File: src/rtl/vga_sync_decoder.sv
// vga_sync_decoder
//   Recovers pixel coordinates and colour from a VGA-style sync/blank/colour
//   stream. The decoder measures line and frame timing against the configured
//   geometry. It only presents pixels as valid once it has locked to that
//   geometry.
//
// Ports
//   iCLK, reset_n            pixel clock (rising edge), async active-low reset
//   iVGA_HS, iVGA_VS         horizontal / vertical sync, active low
//   iVGA_BLANK               high during active video
//   iRed, iGreen, iBlue      1-bit pixel colour
//   oCurrent_X, oCurrent_Y   active column / row of the output pixel
//   oPix_Valid               output pixel is active video and decoder is locked
//   oR, oG, oB               recovered colour, zero when not valid
//   oLocked                  timing matches the configured geometry
//   oFrame_Start             one-clock pulse per VS falling edge
//   oTiming_Err              one-clock pulse when lock is lost
//
// Lock FSM
//   state  | meaning
//   SEARCH | waiting for a VS falling edge after at least one HS edge
//   VERIFY | counting consecutive good frames toward LOCK_FRAMES
//   LOCKED | timing confirmed, pixels presented as valid

module vga_sync_decoder #(
  parameter int H_ACT       = 640,
  parameter int V_ACT       = 480,
  parameter int H_TOTAL     = 800,
  parameter int V_TOTAL     = 525,
  parameter int LOCK_FRAMES = 2
) (
  input  logic       iCLK,
  input  logic       reset_n,
  input  logic       iVGA_HS,
  input  logic       iVGA_VS,
  input  logic       iVGA_BLANK,
  input  logic       iRed,
  input  logic       iGreen,
  input  logic       iBlue,
  output logic [9:0] oCurrent_X,
  output logic [9:0] oCurrent_Y,
  output logic       oPix_Valid,
  output logic       oR,
  output logic       oG,
  output logic       oB,
  output logic       oLocked,
  output logic       oFrame_Start,
  output logic       oTiming_Err
);

  localparam logic [1:0] ST_SEARCH = 2'd0;
  localparam logic [1:0] ST_VERIFY = 2'd1;
  localparam logic [1:0] ST_LOCKED = 2'd2;

  localparam logic [9:0]  CNT_MAX   = 10'h3FF;
  localparam logic [10:0] H_TOTAL_W = 11'(H_TOTAL);
  localparam logic [9:0]  H_ACT_W   = 10'(H_ACT);
  localparam logic [9:0]  V_ACT_W   = 10'(V_ACT);
  localparam logic [9:0]  V_TOTAL_W = 10'(V_TOTAL);
  localparam logic [7:0]  LOCK_W    = 8'(LOCK_FRAMES);

  function automatic logic [9:0] sat_inc(input logic [9:0] v);
    return (v == CNT_MAX) ? v : v + 10'd1;
  endfunction

  // stage 1: input registers plus delayed sync copies for edge detection
  logic       hs_s1_q, vs_s1_q, hs_dly_q, vs_dly_q;
  logic       blank_s1_q;
  logic [2:0] rgb_s1_q;

  // line / frame measurement
  logic [9:0] h_cnt_q, h_cnt_d;
  logic [9:0] x_cnt_q, x_cnt_d;
  logic [9:0] y_cnt_q, y_cnt_d;
  logic [9:0] line_cnt_q, line_cnt_d;
  logic [9:0] act_lines_q, act_lines_d;
  logic       lines_ok_q, lines_ok_d;
  logic       hs_seen_q, hs_seen_d;

  // lock FSM
  logic [1:0] state_q, state_d;
  logic [7:0] good_cnt_q, good_cnt_d;
  logic       locked_q, locked_d;
  logic       timing_err_q, timing_err_d;
  logic       frame_start_q, frame_start_d;

  // stage 2: pixel outputs
  logic [9:0] x_out_q, x_out_d;
  logic [9:0] y_out_q, y_out_d;
  logic       valid_q, valid_d;
  logic [2:0] rgb_out_q, rgb_out_d;

  logic        hs_fall, vs_fall;
  logic [10:0] line_len;
  logic        line_active, line_good;
  logic [9:0]  lines_eff, act_eff;
  logic        ok_eff, frame_good, watchdog;
  logic [7:0]  good_inc;

  assign hs_fall = hs_dly_q & ~hs_s1_q;
  assign vs_fall = vs_dly_q & ~vs_s1_q;

  // Line/frame accounting. A line that ends in the same cycle as a VS edge
  // is folded into the frame result before the frame is judged.
  always_comb begin
    line_len    = {1'b0, h_cnt_q} + 11'd1;
    line_active = (x_cnt_q != 10'd0);
    line_good   = (line_len == H_TOTAL_W) &&
                  ((x_cnt_q == 10'd0) || (x_cnt_q == H_ACT_W));

    h_cnt_d = hs_fall ? 10'd0 : sat_inc(h_cnt_q);

    // the sample that carries the HS edge already belongs to the new line
    if (hs_fall)
      x_cnt_d = {9'd0, blank_s1_q};
    else if (blank_s1_q)
      x_cnt_d = sat_inc(x_cnt_q);
    else
      x_cnt_d = x_cnt_q;

    y_cnt_d = y_cnt_q;
    if (hs_fall && line_active)
      y_cnt_d = sat_inc(y_cnt_q);
    if (vs_fall)
      y_cnt_d = 10'd0;

    lines_eff  = hs_fall ? sat_inc(line_cnt_q) : line_cnt_q;
    act_eff    = (hs_fall && line_active) ? sat_inc(act_lines_q) : act_lines_q;
    ok_eff     = lines_ok_q & (~hs_fall | line_good);
    frame_good = (lines_eff == V_TOTAL_W) && (act_eff == V_ACT_W) && ok_eff;

    line_cnt_d  = vs_fall ? 10'd0 : lines_eff;
    act_lines_d = vs_fall ? 10'd0 : act_eff;
    lines_ok_d  = vs_fall ? 1'b1  : ok_eff;
    hs_seen_d   = hs_seen_q | hs_fall;
  end

  // Lock FSM. A saturated h_cnt means HS has vanished; that overrides any
  // frame result arriving in the same cycle.
  always_comb begin
    state_d      = state_q;
    good_cnt_d   = good_cnt_q;
    timing_err_d = 1'b0;
    watchdog     = (h_cnt_q == CNT_MAX);
    good_inc     = good_cnt_q + 8'd1;

    case (state_q)
      ST_SEARCH: begin
        if (vs_fall && hs_seen_d) begin
          state_d    = ST_VERIFY;
          good_cnt_d = 8'd0;
        end
      end
      ST_VERIFY: begin
        if (watchdog) begin
          state_d    = ST_SEARCH;
          good_cnt_d = 8'd0;
        end else if (vs_fall) begin
          if (frame_good) begin
            good_cnt_d = good_inc;
            if (good_inc == LOCK_W)
              state_d = ST_LOCKED;
          end else begin
            good_cnt_d = 8'd0;
          end
        end
      end
      ST_LOCKED: begin
        if (watchdog || (vs_fall && !frame_good)) begin
          state_d      = ST_SEARCH;
          good_cnt_d   = 8'd0;
          timing_err_d = 1'b1;
        end
      end
      default: begin
        state_d    = ST_SEARCH;
        good_cnt_d = 8'd0;
      end
    endcase

    locked_d      = (state_d == ST_LOCKED);
    frame_start_d = vs_fall;
  end

  // stage 2 pixel outputs, judged against the lock state seen by this pixel
  always_comb begin
    valid_d   = blank_s1_q & (state_q == ST_LOCKED);
    x_out_d   = hs_fall ? 10'd0 : x_cnt_q;
    y_out_d   = y_cnt_q;
    rgb_out_d = valid_d ? rgb_s1_q : 3'b000;
  end

  always_ff @(posedge iCLK or negedge reset_n) begin
    if (!reset_n) begin
      // syncs idle high, so no edge can be seen on the first sampled cycle
      hs_s1_q       <= 1'b1;
      vs_s1_q       <= 1'b1;
      hs_dly_q      <= 1'b1;
      vs_dly_q      <= 1'b1;
      blank_s1_q    <= 1'b0;
      rgb_s1_q      <= 3'b000;
      h_cnt_q       <= 10'd0;
      x_cnt_q       <= 10'd0;
      y_cnt_q       <= 10'd0;
      line_cnt_q    <= 10'd0;
      act_lines_q   <= 10'd0;
      lines_ok_q    <= 1'b0;
      hs_seen_q     <= 1'b0;
      state_q       <= ST_SEARCH;
      good_cnt_q    <= 8'd0;
      locked_q      <= 1'b0;
      timing_err_q  <= 1'b0;
      frame_start_q <= 1'b0;
      x_out_q       <= 10'd0;
      y_out_q       <= 10'd0;
      valid_q       <= 1'b0;
      rgb_out_q     <= 3'b000;
    end else begin
      hs_s1_q       <= iVGA_HS;
      vs_s1_q       <= iVGA_VS;
      hs_dly_q      <= hs_s1_q;
      vs_dly_q      <= vs_s1_q;
      blank_s1_q    <= iVGA_BLANK;
      rgb_s1_q      <= {iRed, iGreen, iBlue};
      h_cnt_q       <= h_cnt_d;
      x_cnt_q       <= x_cnt_d;
      y_cnt_q       <= y_cnt_d;
      line_cnt_q    <= line_cnt_d;
      act_lines_q   <= act_lines_d;
      lines_ok_q    <= lines_ok_d;
      hs_seen_q     <= hs_seen_d;
      state_q       <= state_d;
      good_cnt_q    <= good_cnt_d;
      locked_q      <= locked_d;
      timing_err_q  <= timing_err_d;
      frame_start_q <= frame_start_d;
      x_out_q       <= x_out_d;
      y_out_q       <= y_out_d;
      valid_q       <= valid_d;
      rgb_out_q     <= rgb_out_d;
    end
  end

  assign oCurrent_X   = x_out_q;
  assign oCurrent_Y   = y_out_q;
  assign oPix_Valid   = valid_q;
  assign oR           = rgb_out_q[2];
  assign oG           = rgb_out_q[1];
  assign oB           = rgb_out_q[0];
  assign oLocked      = locked_q;
  assign oFrame_Start = frame_start_q;
  assign oTiming_Err  = timing_err_q;

endmodule

File: config.mk
export PLATFORM = sky130hd
export DESIGN_NAME = vga_sync_decoder
export DESIGN_NICKNAME = d
export VERILOG_FILES = /design/src/rtl/vga_sync_decoder.sv
export SDC_FILE = /design/constraint.sdc
export NUM_CORES = 1
export LEC_CHECK = 0
export ABC_AREA = 1
export BUFFER_PORTS_ARGS = -buffer_cell sky130_fd_sc_hd__buf_2
export CAP_MARGIN = 20
export CORE_MARGIN = 2
export CORE_UTILIZATION = 31
export CTS_BUF_LIST = sky130_fd_sc_hd__clkbuf_2 sky130_fd_sc_hd__clkbuf_4 sky130_fd_sc_hd__clkbuf_8
export CTS_CLUSTER_DIAMETER = 50
export DETAILED_ROUTE_END_ITERATION = 6
export SLEW_MARGIN = 0
export SYNTH_ARGS = -nofsm -noshare
export SYNTH_HDL_FRONTEND = slang
export SYNTH_SLANG_ARGS = --single-unit
File: constraint.sdc
create_clock -name iCLK -period 3.7 [get_ports iCLK]
set_input_delay 0 -clock iCLK [delete_from_list [all_inputs] [get_ports iCLK]]
set_output_delay 0 -clock iCLK [all_outputs]
set_load 0.005 [all_outputs]
==> results of run 1 <==
-- layer usage --
metal,global-route usage [%],part of all wire (%),up-vias
met1,17.75,48,1856
met3,3.511,4.0,4
li1,-,-,2089
met4,4.287,0.24,0
met5,0,0,-
met2,21.32,48,64
-- state kept, by name, indices dropped and copies added, names as in the netlist --
register      flops
act_lines_q      10
blank_s1_q        1
good_cnt_q        8
h_cnt_q          10
hs_dly_q          1
hs_s1_q           1
hs_seen_q         1
line_cnt_q       10
lines_ok_q        1
oCurrent_X       10
oCurrent_Y       10
oFrame_Start      1
oLocked           1
oPix_Valid        1
oTiming_Err       1
rgb_out_q         3
rgb_s1_q          3
state_q           2
vs_dly_q          1
vs_s1_q           1
x_cnt_q          10
y_cnt_q          10
-- power groups by stage --
stage	clock (W)	sequential [W]	combinational [W]
4_1_cts	0.000691	0.00120	0.000362
6_report	0.000655	0.00120	0.000356
5_1_grt	0.000731	0.00121	0.000416
2_1_floorplan	0	0.00121	0.000252
3_3_place_gp	0	0.00122	0.000352
3_5_place_dp	0	0.00122	0.000355
-- cells in the final DEF, fill, tap and decap left out, types with 6 or more instances in the layout --
cell             n
o21ai_0         20
inv_2            8
nand2_1        143
dfrtp_1         93
clkbuf_8         9
dlygate4sd3_1    7
buf_2           33
nand2_2         10
nor2_2           8
nand3_1         55
inv_1           73
nor3_1          13
nor2_1          96
nand4_1         12
ha_1             8
nand3b_1         6
a21oi_1         18
-- area by class of cell --
| cell class | count | area [um2] | share of cell area [%] |
|---|---|---|---|
| Clock buffer | 9 | 123.9 | 2.173 |
| Clock inverter | 7 | 58.81 | 1.032 |
| Inverter | 83 | 319.1 | 5.598 |
| Multi-Input combinational cell | 440 | 2237 | 39.25 |
| Sequential cell | 97 | 2432 | 42.68 |
| Tap cell | 216 | 270.3 | 4.742 |
| Timing Repair Buffer | 43 | 257.7 | 4.522 |
-- kinds of logic (layout without fill, tap and decap cells) --
kind of cell	after synthesis	in the layout	synth area share, %
AOI/OAI and AO/OA	58	58	7.060
xor gates and xnor gates	10	10	1.740
adders and majority gates	8	8	1.989
buffers and inverters	92	142	7.283
DFF	97	97	48.32
and+or+nand+nor	364	364	33.61
-- through the flow --
stage / worst slack, ps / hold slack [ps] / util, % / instance area [um2]
floorplan: 1606 / -295.6 / - / 5034
global route: 474.2 / 223.4 / 35.88 / 5699
CTS: 818.0 / 214.9 / 35.88 / 5699
detailed placement: 862.6 / 106.3 / 34.29 / 5446
finish: 830.0 / 248.3 / 35.88 / 5699
global placement: 909.7 / 107.4 / 34.29 / 5446
-- repair_timing --
| item | in CTS | in global routing |
|---|---|---|
| endpoints found under the hold margin | 74 | 0 |
| gates resized for setup | 0 | 0 |
| setup buffers | 0 | 0 |
| hold buffers | 7 | 0 |
-- path summary, 6_finish.rpt --
path	from	endpoint	slack, ps	depth (start not counted)
worst max register to register	hs_dly_q	good_cnt_q[0]	830	14
worst min register to register	vs_s1_q	vs_dly_q	380	0
worst min-delay path	reset_n	x_cnt_q[9]	250	2
min in group iCLK	iRed	rgb_s1_q[2]	250	2
max in group asynchronous	reset_n	vs_s1_q	2500	3
worst max-delay path	hs_dly_q	good_cnt_q[0]	830	14
==> metrics.md, run 1 <==
| Metric | Value |
|---|---|
| Status | `finished clean` |
| Worst EP arrival | `3190 ps` |
| CP peak stage delay | `around 540 ps` |
| Num CTS Buffers | `9` |
| Synth cell count leaders | `143 x nand2_1, 97 x nor2_1, 93 x dfrtp_1, 73 x inv_1, 55 x nand3_1` |
| Skew-Pair Late Insertion Delay | `390 ps` |
| Clock Pin Slew Worst Setup and Hold Paths | `~110 ps` |
| Non-filler instance count after layout | `895` |
| Max VDD drop | `0.0002138 V` |
| RSZ-0062 raised after global routing | `no` |
| Die area | `17270 um2` |
| Total GRT Usage | `13.37%` |
| Total nets after synthesis | `645` |
| Area of the core | `15890 um2` |
| Slew HR | `42.82%` |
| Placed cells | `872` |
| H-tree Lvls | `3` |
| Final hold vios | `0` |
| Clk root buf | `clkbuf_8` |
| Worst path cell trace | `nand2_1, inv_4, nand2_8, o21ai_2, nand2_2, nor2_1, nand2_1, nor2_1, nand2_1, o21bai_2, nand3_2, nand2_2, nand2_1, nand2_1` |
| Share of cells above drive strength 1 | `16.20%` |
| Wire per inst | `between 10 and 15 um` |
| Warnings from Yosys | `0` |
| CP max FO | `35` |
| Via count | `4013` |
| Logic pwr share | `16.1%` |
| FF+latch count, synth | `97` |
| Max Cap Viol | `0` |
| I/O Buffers | `34` |
| Max-slew violation count | `0` |
| Main synth FF type | `dfrtp_1` |
| Max Buffers Root-to-Sink | `2` |
| Drt initial violations | `246` |
| Initial core utilization | `31.69%` |
| CP endpoint kind | `flop` |
| First-pass GRT wire length | `18.98 mm` |
| Total negative slack | `0 ps` |
| Worst EP required | `4020 ps` |
| Syn-to-layout area delta | `13.22%` |
| Vias in the first global route | `3987` |
| CP max-delay cell | `dfstp_2` |
| Synth cell types | `44` |
| Worst setup SP type | `flop` |
| Synth top area share | `46.23%` |
| Sequential-to-total area share from yosys stat | `48.32%` |
| Worst Tran Pin Value | `between 800 and 900 ps` |
| Placement row count | `46` |
| Area contributors post-synth | `dfrtp_1 46%, nand2_1 11%, nor2_1 7.2%` |
| Via density | `4.484` |
| Cell taking the most area after synthesis | `dfrtp_1` |
| Mapped Cells | `629` |
| Top Family by Delay on Critical Path | `simple AND/OR/NAND/NOR gates` |
| Tot Pwr | `0.002214 W` |
| Clock skew | `18.42 ps` |
| P per Cell Area | `388.4 nW/um2` |
| Gr ovfl total | `0` |
| Die W | `131.4 um` |
| Drt first pass iters | `4` |
| # DRC | `0` |
| Clock Power Share | `29.6%` |
| EDFF count, synth | `0` |
| Total clock sinks | `97` |
| Sequential share of power | `54.3%` |
| Syn Area/Cell | `between 8 and 9 um2` |
| Worst hold path type | `primary input to async pin` |
| Async S/R FF share, synth | `100.0%` |
| Fill count | `1673` |
| NetSw | `0.0007008 W` |
| Dpl hpwl | `7.777 mm` |
| Post-layout nets | `690` |
| Max Clk Rate | `roughly 350 MHz` |
| Crit path top cell by count | `nand2_1` |
| Die Ht | `131.4 um` |
| ANT nets after route | `0` |
| Final period util | `77.57%` |
| Crit path kind | `flop to flop` |
| Switching Share | `about a third` |
| Gpl congestion | `between 0.8 and 0.9` |
| Ports | `35` |
| Largest net degree at the start of global routing | `70` |
| Diode count | `0` |
| Final WL | `roughly 11 mm` |
| Area of the mapped netlist | `5034 um2` |
| Internal power | `0.001513 W` |
| CTS tree | `yes` |
| Buf/Inv on CP | `1` |
| Most common cell in the netlist | `nand2_1` |
| Fin crit period | `between 2000 and 3000 ps` |
| Initial antenna violation count | `0` |
| Setup Viol. Count Final | `0` |
| LEAKAGE | `2.752 nW` |
No activity file was read; power rests on OpenSTA's default activity.
==> run 2, diff against run 1 <==
==> constraint.sdc (replaced) <==
create_clock -name iCLK -period 2.4 [get_ports iCLK]
set_input_delay 0 -clock iCLK [delete_from_list [all_inputs] [get_ports iCLK]]
set_output_delay 0 -clock iCLK [all_outputs]
set_load 0.005 [all_outputs]
==> run 2 against run 1 <==
- power up 65%
- fmax up 27%
- register-to-register slack got worse by 690 ps
- clock skew shrank 4.5 ps
- clock-buffer cell count grew 1
- largest cell class is now multi-input combinational cells
==> metrics.md, run 2 (synthesis results as in run 1) <==
| Metric | Value |
|---|---|
| Worst Setup Slack, final | `141.8 ps (was 830.0 ps)` |
| Via density | `4.461 (was 4.484)` |
| Slew HR | `60.69% (was 42.82%)` |
| Worst setup SP type | `flop (unchanged)` |
| Clk root buf | `clkbuf_8 (unchanged)` |
| Worst path cell trace | `inv_2, ha_4, nand3_4, nor2_4, nand2_2, nand2_4, nor2_2, nor2_2, nand3_1, nor2_1, nand2_1, o21bai_4, nand3_4, nand2_4, nand2_1, nand2_1 (was nand2_1, inv_4, nand2_8, o21ai_2, nand2_2, nor2_1, nand2_1, nor2_1, nand2_1, o21bai_2, nand3_2, nand2_2, nand2_1, nand2_1)` |
| CTS tree | `yes (unchanged)` |
| Total clock sinks | `97 (unchanged)` |
| Total GRT Usage | `13.03% (was 13.37%)` |
| Post-Place Worst Slack | `-11.92 ps (was 862.6 ps)` |
| Ports | `35 (unchanged)` |
| Crit path kind | `flop to flop (unchanged)` |
| Initial core utilization | `31.69% (unchanged)` |
| Max Buffers Root-to-Sink | `2 (unchanged)` |
| Share of cells above drive strength 1 | `25.21% (was 16.20%)` |
| Max Clk Rate | `442.8 MHz (was 348.4 MHz)` |
| Worst EP required | `2720 ps (was 4020 ps)` |
| Worst Tran Pin Value | `589.6 ps (was 857.7 ps)` |
| Drt initial violations | `253 (was 246)` |
| Non-filler instance count after layout | `938 (was 895)` |
| Via count | `4184 (was 4013)` |
| Fill count | `1677 (was 1673)` |
| Max-slew violation count | `0 (unchanged)` |
| Syn-to-layout area delta | `24.09% (was 13.22%)` |
| H-tree Lvls | `3 (unchanged)` |
| RSZ-0062 raised after global routing | `yes (was no)` |
| Largest net degree at the start of global routing | `54 (was 70)` |
| Top Family by Delay on Critical Path | `simple AND/OR/NAND/NOR gates (unchanged)` |
| Wire per inst | `11.73 um (was 11.88 um)` |
| CP max FO | `8 (was 35)` |
| Gr ovfl total | `0 (unchanged)` |
| Final hold vios | `0 (unchanged)` |
| Worst hold path type | `primary input to async pin (unchanged)` |
| CP peak stage delay | `400 ps (was 540 ps)` |
| Critical path depth in cells | `16 (was 14)` |
| I/O Buffers | `34 (unchanged)` |
| LEAKAGE | `2.987 nW (was 2.752 nW)` |
| Vias in the first global route | `3940 (was 3987)` |
| Post-layout nets | `733 (was 690)` |
| Drt first pass iters | `4 (unchanged)` |
| Num CTS Buffers | `9 (unchanged)` |
| ANT nets after route | `0 (unchanged)` |
| Area of the core | `15890 um2 (unchanged)` |
| Initial antenna violation count | `0 (unchanged)` |
| First-pass GRT wire length | `18.52 mm (was 18.98 mm)` |
| Placed cells | `902 (was 872)` |
| Max Cap Viol | `0 (unchanged)` |
| Die area | `17270 um2 (unchanged)` |
| Die Ht | `131.4 um (unchanged)` |
| Final WL | `11.00 mm (was 10.63 mm)` |
| Status | `finished clean (unchanged)` |
| Clock skew | `13.88 ps (was 18.42 ps)` |
| Commonest cells after routing, fill and taps aside | `136 x nand2_1, 92 x dfrtp_1, 87 x nor2_1 (was 143 x nand2_1, 96 x nor2_1, 93 x dfrtp_1)` |
| Skew-Pair Late Insertion Delay | `380 ps (was 390 ps)` |
| Max VDD drop | `0.0003714 V (was 0.0002138 V)` |
| Final period util | `94.09% (was 77.57%)` |
| Fin crit period | `2258 ps (was 2870 ps)` |
| Setup Viol. Count Final | `0 (unchanged)` |
| Minimum hold slack | `144.4 ps (was 248.3 ps)` |
| Worst R2R Path Depth | `16 (was 14)` |
| Gpl congestion | `0.8507 (was 0.8759)` |
| Worst EP arrival | `2580 ps (was 3190 ps)` |
| Leading cell type in the layout, fill and taps excluded | `nand2_1 (unchanged)` |
| Tot Pwr | `0.003663 W (was 0.002214 W)` |
| Clock Pin Slew Worst Setup and Hold Paths | `100 ps (was 110 ps)` |
| Diode count | `0 (unchanged)` |
| Buf/Inv on CP | `1 (unchanged)` |
| Die W | `131.4 um (unchanged)` |
| CP endpoint kind | `flop (unchanged)` |
| Dpl hpwl | `7.806 mm (was 7.777 mm)` |
| Core Util, Final | `39.32% (was 35.88%)` |
| P per Cell Area | `586.4 nW/um2 (was 388.4 nW/um2)` |
| Crit path top cell by count | `nand2_1 (unchanged)` |
| # DRC | `0 (unchanged)` |
| Placement row count | `46 (unchanged)` |
| CP max-delay cell | `dfrtp_1 (was dfstp_2)` |
## run 2: path summary, 6_finish.rpt
kind                            startpoint             to  slack [ps]
worst max-delay path            x_cnt_q[0]  good_cnt_q[1]         140
worst min-delay path               reset_n  oCurrent_X[7]         140
worst max register to register  x_cnt_q[0]  good_cnt_q[1]         140
worst min register to register     hs_s1_q       hs_dly_q         380
max in group asynchronous          reset_n  oCurrent_Y[1]        1560
min in group iCLK                     iRed    rgb_s1_q[2]         250
## run 2: cell type report
class	instances	area (um2)	area share, %
sequential	97	2434	38.96
tap	216	270.3	4.327
clock buffer	10	137.6	2.204
timing repair buffer	83	581.8	9.315
inverter	83	321.6	5.148
timing repair inverter	1	5.005	0.08013
multi-input combinational	442	2436	39.00
clock inverter	6	60.06	0.9615
## run 2: metrics by stage
step	setup TNS [ps]	cell area [um2]
global route	-117.7	6246
CTS	0	5972
floorplan	0	5034
detailed placement	-66.75	5684
global placement	0	5684
finish	0	6246
## run 2: metal layers
metal	GRT usage, %	wire [um]
met3	3.125	336
met5	0	0
met2	20.19	5158
met4	3.502	49
met1	18.25	5459
## run 2: timing repair
action / CTS / global route
pin swaps: 0 / 17
gates cloned: 0 / 3
resized for setup: 1 / 47
setup endpoints to repair: 8 / 16
setup buffers: 2 / 8
hold endpoints to repair: 50 / 0
hold buffers: 7 / 0
## run 2: report_power, final
part           switching (W)  internal, W  total (W)  leakage (nW)
sequential         0.0000794      0.00175    0.00183          1.29
combinational       0.000459     0.000317   0.000775          1.59
clock               0.000627     0.000430    0.00106        0.0995
